## src/rtl/imem_boot_pkg.sv

```systemverilog
// Shared types and constants for the instruction-memory boot controller.
package imem_boot_pkg;

  typedef enum logic [2:0] {
    S_IDLE,
    S_CLEAR,
    S_LOAD,
    S_CSUM,
    S_RUN,
    S_ERR
  } state_t;

  localparam logic [31:0] NOP_INSTR = 32'h0000_0013;

  function automatic logic [31:0] word2byte(input logic [31:0] idx);
    return {idx[29:0], 2'b00};
  endfunction

endpackage

```

## src/rtl/imem_csum_acc.sv

```systemverilog
// Wrapping sum of accepted program words, cleared when a new load starts.
module imem_csum_acc #(
  parameter int W = 32
) (
  input  logic         clk,
  input  logic         rst_n,
  input  logic         clr_i,
  input  logic         add_en_i,
  input  logic [W-1:0] data_i,
  output logic [W-1:0] sum_o
);

  always_ff @(posedge clk or negedge rst_n) begin
    if (!rst_n)        sum_o <= '0;
    else if (clr_i)    sum_o <= '0;
    else if (add_en_i) sum_o <= sum_o + data_i;
  end

endmodule

```

## src/rtl/imem_boot_ctrl.sv

```systemverilog
// Boot sequencer owning the instruction memory: clear to NOPs, stream a program in, then run the core.
// Optional trailer checksum check when IMEM_BOOT_CHECKSUM_EN is defined.
module imem_boot_ctrl
  import imem_boot_pkg::*;
#(
  parameter int ADDR_WIDTH = 32,
  parameter int DATA_WIDTH = 32,
  parameter int ROM_SIZE   = 30,
  localparam int IDX_W     = $clog2(ROM_SIZE + 1)
) (
  input  logic                  clk,
  input  logic                  rst_n,
  input  logic                  load_start_i,
  input  logic                  ld_valid_i,
  input  logic [DATA_WIDTH-1:0] ld_data_i,
  input  logic                  ld_last_i,
  output logic                  ld_ready_o,
  output logic                  mem_we_o,
  output logic [ADDR_WIDTH-1:0] mem_waddr_o,
  output logic [DATA_WIDTH-1:0] mem_wdata_o,
  output logic [ADDR_WIDTH-1:0] mem_raddr_o,
  input  logic [DATA_WIDTH-1:0] mem_rdata_i,
  input  logic [ADDR_WIDTH-1:0] core_pc_i,
  output logic [DATA_WIDTH-1:0] core_instr_o,
  output logic                  core_run_o,
  output logic                  busy_o,
  output logic                  err_o,
  output logic                  fetch_fault_o,
  output logic [IDX_W-1:0]      words_loaded_o
);

  localparam logic [IDX_W-1:0]      LAST_IDX  = IDX_W'(ROM_SIZE - 1);
  localparam logic [ADDR_WIDTH-1:0] ROM_BYTES = ADDR_WIDTH'(ROM_SIZE * 4);
  localparam logic [DATA_WIDTH-1:0] NOP       = DATA_WIDTH'(NOP_INSTR);

  state_t           state;
  logic [IDX_W-1:0] idx;
  logic             fetch_fault_q;
  logic [IDX_W-1:0] words_q;

  logic running, start, pc_bad;

  assign running = (state == S_RUN);
  assign start   = load_start_i && (state == S_IDLE || state == S_RUN || state == S_ERR);
  assign pc_bad  = (core_pc_i[1:0] != 2'b00) || (core_pc_i >= ROM_BYTES);

  assign ld_ready_o     = (state == S_LOAD) || (state == S_CSUM);
  assign busy_o         = (state == S_CLEAR) || ld_ready_o;
  assign err_o          = (state == S_ERR);
  assign core_run_o     = running;
  assign fetch_fault_o  = fetch_fault_q;
  assign words_loaded_o = words_q;

  // Trailer words in CSUM are consumed but never reach memory.
  assign mem_we_o    = (state == S_CLEAR) || (state == S_LOAD && ld_valid_i);
  assign mem_waddr_o = ADDR_WIDTH'(word2byte(32'(idx)));
  assign mem_wdata_o = (state == S_CLEAR) ? NOP : ld_data_i;

  // Fetch path is purely combinational so the core sees zero-latency instruction memory.
  assign mem_raddr_o  = running ? core_pc_i : '0;
  assign core_instr_o = (running && !pc_bad) ? mem_rdata_i : NOP;

`ifdef IMEM_BOOT_CHECKSUM_EN
  logic [DATA_WIDTH-1:0] csum;

  imem_csum_acc #(.W(DATA_WIDTH)) u_csum (
    .clk      (clk),
    .rst_n    (rst_n),
    .clr_i    (start),
    .add_en_i (state == S_LOAD && ld_valid_i),
    .data_i   (ld_data_i),
    .sum_o    (csum)
  );
`endif

  always_ff @(posedge clk or negedge rst_n) begin
    if (!rst_n) begin
      state         <= S_IDLE;
      idx           <= '0;
      fetch_fault_q <= 1'b0;
      words_q       <= '0;
    end else begin
      if (start)                  fetch_fault_q <= 1'b0;
      else if (running && pc_bad) fetch_fault_q <= 1'b1;

      case (state)
        S_IDLE, S_RUN, S_ERR: begin
          if (load_start_i) begin
            state <= S_CLEAR;
            idx   <= '0;
          end
        end
        S_CLEAR: begin
          if (idx == LAST_IDX) begin
            state <= S_LOAD;
            idx   <= '0;
          end else begin
            idx <= idx + 1'b1;
          end
        end
        S_LOAD: begin
          if (ld_valid_i) begin
            idx <= idx + 1'b1;
            if (ld_last_i) begin
              words_q <= idx + 1'b1;
`ifdef IMEM_BOOT_CHECKSUM_EN
              state   <= S_CSUM;
`else
              state   <= S_RUN;
`endif
            end else if (idx == LAST_IDX) begin
              state <= S_ERR;
            end
          end
        end
`ifdef IMEM_BOOT_CHECKSUM_EN
        S_CSUM: begin
          if (ld_valid_i) state <= (ld_data_i == csum) ? S_RUN : S_ERR;
        end
`endif
        default: state <= S_IDLE;
      endcase
    end
  end

endmodule

```

## config.mk

```make
export PLATFORM = sky130hd
export DESIGN_NAME = imem_boot_ctrl
export DESIGN_NICKNAME = d
export VERILOG_FILES = /design/src/rtl/imem_boot_pkg.sv /design/src/rtl/imem_csum_acc.sv /design/src/rtl/imem_boot_ctrl.sv
export SDC_FILE = /design/constraint.sdc
export NUM_CORES = 1
export LEC_CHECK = 0
export ABC_AREA = 1
export ABC_CLOCK_PERIOD_IN_PS = 1600
export CAP_MARGIN = 20
export CORE_MARGIN = 5
export CORE_UTILIZATION = 25
export CTS_CLUSTER_DIAMETER = 120
export DETAILED_ROUTE_END_ITERATION = 10
export GPL_TIMING_DRIVEN = 0
export PLACE_DENSITY = 0.85
export SYNTH_ARGS = -nofsm -noshare
export SYNTH_HDL_FRONTEND = slang
export SYNTH_SLANG_ARGS = --single-unit
```

## constraint.sdc

```tcl
create_clock -name clk -period 1.6 [get_ports clk]
set_clock_uncertainty 0.1 [all_clocks]
set_input_delay 0.24 -clock clk [delete_from_list [all_inputs] [get_ports clk]]
set_output_delay 0.24 -clock clk [all_outputs]
set_load 0.1 [all_outputs]
```

# ---- Yosys cells after proc, flatten, opt, wreduce, memory -nomap -nowiden
# Cells that the tools add are included.
dict set report word_totals {
  output_inout_bits 139
  register_bits 14
  wordCells 50
  input_bits 101
}
dict set report classes {
  reduce_logical 19
  n_mux 15
  magnitude_cmp 1
  n_eq_ne 10
  addsub 1
}
# cell count
set op_table {}
lappend op_table {{$mux W32} 3}
lappend op_table {{$ge A32 B7 Y1 const B} 1}
lappend op_table {{$mux W3} 5}
lappend op_table {{$mux W5} 3}
lappend op_table {{$pmux W5 S3} 1}
lappend op_table {{$pmux W3 S3} 1}
lappend op_table {{$eq A3 B2 Y1 const B} 2}
lappend op_table {{$eq A3 B3 Y1 const B} 2}
lappend op_table {{$logic_or A1 B1 Y1} 6}
lappend op_table {{$reduce_and A3 Y1} 2}
lappend op_table {{$add A5 B1 Y5 const B} 1}
lappend op_table {{$eq A5 B5 Y1 const B} 1}
lappend op_table {{$logic_and A1 B1 Y1} 4}
lappend op_table {{$ne A2 B2 Y1 const B} 2}
lappend op_table {{$reduce_and A4 Y1} 1}
lappend op_table {{$reduce_bool A2 Y1} 2}
lappend op_table {{$eq A3 B1 Y1 const B} 1}
lappend op_table {{$logic_not A3 Y1} 1}
lappend op_table {{$ne A3 B2 Y1 const B} 1}
lappend op_table {{$reduce_bool A3 Y1} 1}
lappend op_table {{$reduce_or A3 Y1} 1}
lappend op_table {{$mux W1} 2}
lappend op_table {{$ne A2 B1 Y1 const B} 1}
lappend op_table {{$logic_not A1 Y1} 1}

# ---- Depth between registers and ports, before layout
dict set report depth {
  depth_word 5
  mapped_depth 9
}

# ---- Least setup slack after synthesis
# Ideal clock, no wire load.
dict set report synth_path {
  path_kind {flip-flop to output port}
  startpoint {register state[1]}
  endpoint {output mem_we_o}
  setup_slack_ps -2371
  required_time_ps 1260
  arrival_ps 3631
  path_stages_with_launch 5
  path_cell_list {dfrtp_1 > inv_2 > nor2_2 > nand2_1 > o21ai_0}
}
dict set report synth_between {
  elab_chain_cells 3
  elab_cells_between_ends 4
  cone_classes {2 x eq/ne; 2 x reduce/logical}
}
# item line_no
set synth_lines {}
lappend synth_lines {{start: declaration} imem_boot_ctrl.sv:36} ;# state_t state;
lappend synth_lines {{start signal: assignment} imem_boot_ctrl.sv:78} ;# state <= S_IDLE;
lappend synth_lines {{start signal: assignment} imem_boot_ctrl.sv:89} ;# state <= S_CLEAR;
lappend synth_lines {{start signal: assignment} imem_boot_ctrl.sv:95} ;# state <= S_LOAD;
lappend synth_lines {{$eq A3 B2 Y1} imem_boot_ctrl.sv:55} ;# assign mem_we_o = (state == S_CLEAR) || (state == S_LOAD && ld_valid_i);
lappend synth_lines {{$logic_and A1 B1 Y1} imem_boot_ctrl.sv:55}
lappend synth_lines {{$logic_or A1 B1 Y1 (*)} imem_boot_ctrl.sv:55}
lappend synth_lines {{end: declaration} imem_boot_ctrl.sv:18} ;# output logic mem_we_o,
# Every way passes the cells marked *; elsewhere a longest branch is shown, timed or not.

# ---- Worst setup path in the final report
dict set report layout_path {
  startpoint {input core_pc_i[13]}
  endpoint {output core_instr_o[4]}
}
dict set report layout_between {
  elab_chain_cells 5
}
# item line_no
set layout_lines {}
lappend layout_lines {{start: declaration} imem_boot_ctrl.sv:23} ;# input logic [ADDR_WIDTH-1:0] core_pc_i,
lappend layout_lines {{$ge A32 B7 Y1} imem_boot_ctrl.sv:45} ;# assign pc_bad = (core_pc_i[1:0] != 2'b00) || (core_pc_i >= ROM_BYTES);
lappend layout_lines {{$logic_or A1 B1 Y1} imem_boot_ctrl.sv:45}
lappend layout_lines {{$logic_not A1 Y1} imem_boot_ctrl.sv:61} ;# assign core_instr_o = (running && !pc_bad) ? mem_rdata_i : NOP;
lappend layout_lines {{$logic_and A1 B1 Y1} imem_boot_ctrl.sv:61}
lappend layout_lines {{$mux W32} imem_boot_ctrl.sv:61}
lappend layout_lines {{end: declaration} imem_boot_ctrl.sv:24} ;# output logic [DATA_WIDTH-1:0] core_instr_o,
# Every way passes these cells.

==> run metrics <==
worst hold slack=0.298 ns; vias per std cell=4.33; failing checks=setup timing; first-pass iteration count of the detailed router=4; clk slew on worst S/H paths=0.06 ns; ratio of cells with drive above 1 in the final layout=58.6%; maximum number of pins on one net before global-route repair=15; fin util=89.6%; die width=94.9 µm; CP arrival=1.74 ns; hold bufs inserted after CTS=0; most common cell after layout, fill and taps aside=buf_12; CTS tree=yes; Post-Syn Instances=342; CTS Root Cell=clkbuf_8; core area=7140 µm²; R2R depth=8; design area=6400 µm²; DRC viols=0; Fmax=481 MHz; routed via count=3033; status=finished with violations; Routed WL=12800 µm; clk buf depth=2; Initial Utilization=25.2%; Post-Syn Area per Cell=5.26 µm²; CTS H-tree lvls=1; LEAKAGE=0.00285 µW; Worst slew margin=54.9%; Critical Path Source=core_pc_i[13]; Area after DPL=4810 µm²; Nets=705; worst skew pair latency=0.25 ns; RePlAce Congestion=0.864; Final setup viols=100; Slew Limit Fails=0; Synth-to-Final Area Change=255%; I/O Pins=240; Max Cap Viol=0; type of origin of the critical path=input port; IO buf count=212; setup slack after layout=-0.479 ns; GRT overflow=0; Post-Syn Area=1800 µm²; initial antenna violation count=1; crit path max fanout=6; pre-CTS WS=-1.62 ns; row cnt=31; Critical Path RT=1.26 ns; synth warn=0; Reg-to-Reg End=state[1]; register area share after synthesis=19.5%; die height=94.9 µm; Reg2Reg Setup Slack=-0.05 ns; Final Critical Period=2.08 ns; GRT Total Usage=25.8%; CP max-delay cell=or2_4; worst r2r src=state[0]; most frequent cells in the layout=buf_12 (103), nor2_4 (69), clkdlybuf4s50_1 (69), inv_1 (66), buf_4 (36); Power Density=1640 nW/µm²; wire per inst=18.3 µm; worst ir drop on vdd=1720 µV; crit path capture type=output pin; period utilisation layout=130%; clock buffer count from CTS=3; Slew @ Worst Pin=0.674 ns; fill count=303; Iteration-0 DRC Markers=51; CP endpoint=core_instr_o[4]; Die Area=9000 µm²; setup repair after global routing missed its margin=true; Cell variety after synth=22; synthesized flop and latch total=14; first-pass GRT wire length=17600 µm; hpwl dp=7660 µm; vias in the first global route=3224; Hold Path Class=input port to async pin; type of the worst setup path=input port to output pin; final hold violations=0; Final ANT Viol Nets=0; CTS Sinks=14; crit path cell chain=clkdlybuf4s15_1 > nor2_1 > nand2_2 > nor2_4 > nand2_2 > nor2_4 > nand2_4 > buf_12 > or2_4 > buf_12; slowest stage delay, CP=0.23 ns
## per-stage QoR
step           std cells  total power (µW)  TNS [ns]
2_1_floorplan        368              6220    -55.15
3_3_place_gp         679              7670   -121.39
3_5_place_dp         679              7730   -124.15
4_1_cts              698              9960    -33.62
5_1_grt              701             10800    -42.60
6_report             701             10500    -35.58
## sequential cells by signal, summed over array words and instances, names as in the netlist
name and flops:
fetch_fault_o 1, idx 5, words_loaded_o 5, state 3
## where the power goes
group	switching (µW)	internal [µW]	total (µW)
sequential	139	477	616
combinational	6430	3110	9540
clock	135	218	354
total	6700	3810	10500
## per-layer routing
layer / track usage [%] / routed length, µm
met2: 52.0 / 7270
met5: 0 / 0
met1: 23.5 / 3920
met3: 7.41 / 1050
met4: 11.1 / 566
## cells in the mapped netlist
cell type	number	share of area [%]
a21oi_1	3	0.83
buf_2	8	2.2
buf_4	27	11
buf_6	1	0.63
conb_1	1	0.21
dfrtp_1	14	19
ha_1	2	1.4
inv_1	98	20
inv_2	4	0.83
mux2i_1	1	0.56
nand2_1	65	14
nand2_2	2	0.69
nand3_1	3	0.83
nand4_2	1	0.69
nor2_1	86	18
nor2_2	3	1.0
o21ai_0	8	2.2
o21ai_1	6	1.7
or2_1	3	1.0
or2_2	3	1.0
xnor2_1	1	0.49
xor2_1	2	0.97
## worst max-delay path: cells and delay by family
| kind | cells | cell delay [ns] |
|---|---|---|
| buffers and inverters | 3 | 0.54 |
| and+or+nand+nor | 7 | 0.95 |
## layout make-up
type | count | area (µm²) | share of cell area [%]
timing repair buffer | 229 | 3230 | 50.5
multi-input combinational | 216 | 1760 | 27.5
inverter | 102 | 502 | 7.84
buffer | 36 | 364 | 5.69
sequential | 14 | 360 | 5.63
tap | 99 | 124 | 1.94
clock buffer | 4 | 55.1 | 0.861
antenna | 1 | 2.50 | 0.0391
## cells by family after synthesis
group	Yosys count	synth area share [%]
fa+ha+maj	2	1.39
simple gates	166	36.8
other cells	1	0.208
mux	1	0.556
flops	14	19.5
xor+xnor	3	1.46
buf+inv	138	35.4
compound gates	17	4.73
## worst min-delay path by stage
stage	from	endpoint	slack [ns]
floorplan	rst_n	fetch_fault_o	-0.16
global placement	words_loaded_o[0]	words_loaded_o[0]	0.37
detailed placement	words_loaded_o[0]	words_loaded_o[0]	0.37
CTS	rst_n	words_loaded_o[2]	0.31
global route	rst_n	words_loaded_o[2]	0.35
finish	rst_n	words_loaded_o[3]	0.30
## timing repair
action | 4_1_cts | 5_1_grt
pin swaps | 29 | 26
setup endpoints to repair | 112 | 117
gates resized for setup | 1065 | 63
setup buffers | 11 | 5
cloned | 4 | 0
(Power assumes the default switching activity.)
==> RTL edit 1 (config.mk and constraints unchanged) <==
Re-encode `state_t` (6 states) as Gray code, 3 bits wide.
--- a/src/rtl/imem_boot_pkg.sv
+++ b/src/rtl/imem_boot_pkg.sv
@@ -3,10 +3,10 @@
 
   typedef enum logic [2:0] {
-    S_IDLE,
-    S_CLEAR,
-    S_LOAD,
-    S_CSUM,
-    S_RUN,
-    S_ERR
+    S_IDLE  = 3'b000,
+    S_CLEAR = 3'b001,
+    S_LOAD  = 3'b011,
+    S_CSUM  = 3'b010,
+    S_RUN   = 3'b110,
+    S_ERR   = 3'b111
   } state_t;
 
Behaviour: same outputs for any inputs over 10 cycles, from zero or initial values and one cycle with rst_n low; not proved beyond that.
==> RTL edit 1 against the original RTL <==
The run still ends with setup timing left. Worst setup slack got worse by 170 ps. Synthesized area is 2.1% higher. Count of clock-buffer cells in the layout stayed put. Cell area increased by 2.5%. Synthesized cell count up 3.5%. Sequential share of layout area down 0.12 points. Routed wire length grew 32%. Final cell count rose by 3.4%. Power shrank 13%. Sequential cell count did not move. Critical path depth increased by 1.
==> RTL edit 1: results (changes against the original RTL) <==
Yosys
  • Leading cell types by total area after synthesis: sky130_fd_sc_hd__inv_1, sky130_fd_sc_hd__dfrtp_1, sky130_fd_sc_hd__nor2_1, sky130_fd_sc_hd__nand2_1, sky130_fd_sc_hd__buf_4
  • Post-synthesis compound-gate area fraction: 0.0449 (-0.00233)
  • Sequential share of the synthesized area: 0.191 (-0.00397)
  • Multiplexer share of the synthesized area: 0 (-0.00556)
  • Synthesized-area fraction occupied by adder cells: 0.0136 (-0.000284)

Timing
  • Final setup violation count: 109 (+9.0%)
  • Final WS setup: -651 ps (-172 ps)
  • Slew at the pin closest to its max-slew limit: 655 ps (-19.6 ps)
  • Total negative setup slack: -40160 ps (-4580 ps)

Placement
  • Inst Count DP: 691 (+1.8%)
  • Final RePlAce weighted congestion: 0.867 (+0.37%)

Power
  • Pwr per Cell Area: 1400 nW/um^2 (-15%)
  • Leakage power figure: 3.01 nW (+5.8%)
  • Combinational group power: 8.23 mW (-14%)
  • Reported sequential group power: 0.578 mW (-6.2%)

GRT
  • GRT met2 Usage: 0.482 (-0.0379)
  • GR Layer Usage met1: 0.226 (-0.00863)
  • Via count of the first global-routing pass: 3097 (-3.9%)

CTS
  • Post-cts resize count: 947 (-11%)

Routing
  • WL met2: 8970 um (+23%)
  • Detailed-route wire length: 16900 um (+32%)
  • Detailed-route wire length on metal 1: 5370 um (+37%)
  • Detailed-routed wire length on met3: 1470 um (+40%)
  • Ratio of routed vias to standard cells: 4.68 (+8.2%)

Final layout
  • Area of the multi-input gates: 1770 sq um (+0.64%)
  • Fraction of final layout cells with drive strength greater than 1: 0.586 (about the same)
  • Clock buffers and inverters, area share: 0.00840 (-0.000207)
  • Fin nets: 730 (+3.5%)
  • Diodes inserted: 0 (-1)
  • Sequential Area: 362 sq um (+0.35%)
  • Invs w/o clock: 105 (+2.9%)
  • Fill cells: 231 (-24%)

Critical path
  • Cell at the slowest stage of the critical path: sky130_fd_sc_hd__clkdlybuf4s15_1
  • Maximum single-stage delay on the critical path: 200 ps (-30 ps)
  • CP Data Arrival Time: 1910 ps (+170 ps)

Status
  • Failing checks: setup timing
  • Run status: complete, but fails checks
-- RTL edit 1: cell count changes after synthesis, sizes merged --
cell	change
nand2	+11
o21ai	-4
inv	+3
nor2	+3
or2	-3
a21oi	+2
nand3	+2
mux2i	-1
nand4	-1
-- RTL edit 1: final timing paths --
kind | cells past startpoint | from | slack (ps) | end
worst max-delay path | 11 | core_pc_i[3] | -650 | core_instr_o[25]
worst min-delay path | 1 | rst_n | 280 | words_loaded_o[4]
worst max register to register | 10 | state[2] | -140 | state[0]
worst min register to register | 2 | words_loaded_o[3] | 400 | words_loaded_o[3]
max in group asynchronous | 1 | rst_n | 640 | idx[0]
min in group clk | 2 | words_loaded_o[3] | 400 | words_loaded_o[3]
-- RTL edit 1: per-stage QoR --
stage                     hold slack, ps  area, sq um  setup WS (ps)
after global routing                 323         6560           -723
after global placement               372         4890          -1540
after CTS                            307         5660           -381
after floorplan                     -156         2650           -701
final                                275         6560           -651
after detailed placement             372         4890          -1590
==> RTL edit 2 (config.mk and constraints unchanged) <==
Made on the original files. Change the parameter `ROM_SIZE` from 30 to 15.
--- a/src/rtl/imem_boot_ctrl.sv
+++ b/src/rtl/imem_boot_ctrl.sv
@@ -6,5 +6,5 @@
   parameter int ADDR_WIDTH = 32,
   parameter int DATA_WIDTH = 32,
-  parameter int ROM_SIZE   = 30,
+  parameter int ROM_SIZE   = 15,
   localparam int IDX_W     = $clog2(ROM_SIZE + 1)
 ) (
Ports: changed (resized words_loaded_o); port bits go from 240 to 239. The function was not compared with the original's and may differ.
==> RTL edit 2 against the original RTL <==
The flow still finishes with violations (setup timing). Power is 11% higher. Sequential share of layout area down 1.2 points. Global-route usage is 5.8 points higher. Combinational power is 13% higher. Synthesized area rose by 1.7%. Cell area is 8.9% higher. Sequential power fell by 7.8%. Routed wire length is 54% higher. Worst setup slack got worse by 320 ps. Register-to-register slack got worse by 110 ps. Hold slack worse by 49 ps. Synthesized cell count down 1.2%. Sequential cell count is 2 lower. Critical endpoint is now core_instr_o[24].
==> RTL edit 2: results (changes against the original RTL) <==
Status
  • Run status: complete, but fails checks
  • Failing checks: setup timing

Critical path
  • Delay-heaviest family, CP: buffers and inverters
  • Reg2Reg Setup Slack: -160 ps (-110 ps)
  • CP Data Arrival Time: 2060 ps (+320 ps)
  • Launching point of the worst reg2reg path: state[2]
  • Worst reg2reg path depth: 10 (+2)
  • Launching instance or port of the critical path: core_pc_i[18]
  • Maximum single-stage delay on the critical path: 270 ps (+40 ps)

Placement
  • Inst Count DP: 674 (-0.74%)
  • Total of buffers placed on input and output ports: 210 (-0.94%)
  • Post-place setup slack: -1770 ps (-145 ps)

Power
  • Sw Pwr: 7.35 mW (+9.7%)
  • VDD IR max: 0.00196 V (+14%)
  • Comb power frac: 0.919 (+0.011)
  • Leakage power figure: 3.18 nW (+12%)
  • Pwr per Cell Area: 1680 nW/um^2 (+2.3%)
  • Sequential group share of total power: 0.049 (-0.010)

Timing
  • Final WS setup: -801 ps (-322 ps)
  • Slew at the pin closest to its max-slew limit: 604 ps (-69.8 ps)
  • Final setup violation count: 112 (+12%)

GRT
  • Pin count of the biggest net entering global routing: 13 (-2)
  • GR Layer Usage met1: 0.277 (+0.0421)
  • First-pass GRT wire length: 21600 um (+23%)

Yosys
  • Post-Synth XOR/XNOR Area: 0.00957 (-0.00502)
  • Top cells by instance count after synthesis: sky130_fd_sc_hd__inv_1, sky130_fd_sc_hd__nand2_1, sky130_fd_sc_hd__nor2_1
  • Sequential share of the synthesized area: 0.164 (-0.0305)
  • Syn Area/Cell: 5.42 sq um (+2.9%)
  • Post-synthesis compound-gate area fraction: 0.0410 (-0.00624)
  • Multiplexer share of the synthesized area: 0 (-0.00556)
  • Synthesized-area fraction occupied by adder cells: 0.0137 (-0.000228)
  • Count of different cell masters after synthesis: 24 (+9.1%)

Routing
  • Detailed-route wire length on metal 1: 5670 um (+44%)
  • Ratio of routed vias to standard cells: 4.98 (+15%)
  • Detailed-route wire length: 19700 um (+54%)
  • TritonRoute pass-1 iters: 5 (+1)
  • DRT iter0 DRCs: 209 (+310%)
  • Detailed-routed wire length on met3: 1760 um (+67%)

Final layout
  • Fraction of final layout cells with drive strength greater than 1: 0.649 (+0.0638)
  • Fill cells: 116 (-62%)

CTS
  • Post-cts resize count: 1095 (+2.8%)
  • Worst-Skew Late Latency: 270 ps (+20 ps)
  • Buffer count from post-CTS setup fixing: 60 (+49)
-- RTL edit 2: cell count changes in the layout (fill, tap and decap cells not counted), sizes merged, moves of 3 or more --
cell	change
dlygate4sd2	+13
clkbuf	-5
clkdlybuf4s15	-9
nor2	-10
nand3b	+3
nand2	+9
buf	+65
or2	-3
-- RTL edit 2: cell type report --
class,instances,area [sq um],share of cell area
diodes,1,2.50,0.000359
plain buffers,36,368,0.0528
clock buffers,4,55.1,0.00790
inverters,104,514,0.0738
multi-input cells,212,1720,0.248
flip-flops and latches,12,308,0.0442
well taps,99,124,0.0178
repair buffers,291,3870,0.556
-- RTL edit 2: worst max path at each step --
stage	depth (start not counted)	slack, ps	endpoint
5_1_grt	13	-1070	core_instr_o[23]
3_5_place_dp	13	-1770	core_instr_o[22]
3_3_place_gp	13	-1690	core_instr_o[22]
2_1_floorplan	7	-880	core_instr_o[21]
6_report	13	-800	core_instr_o[24]
4_1_cts	9	-550	core_instr_o[21]
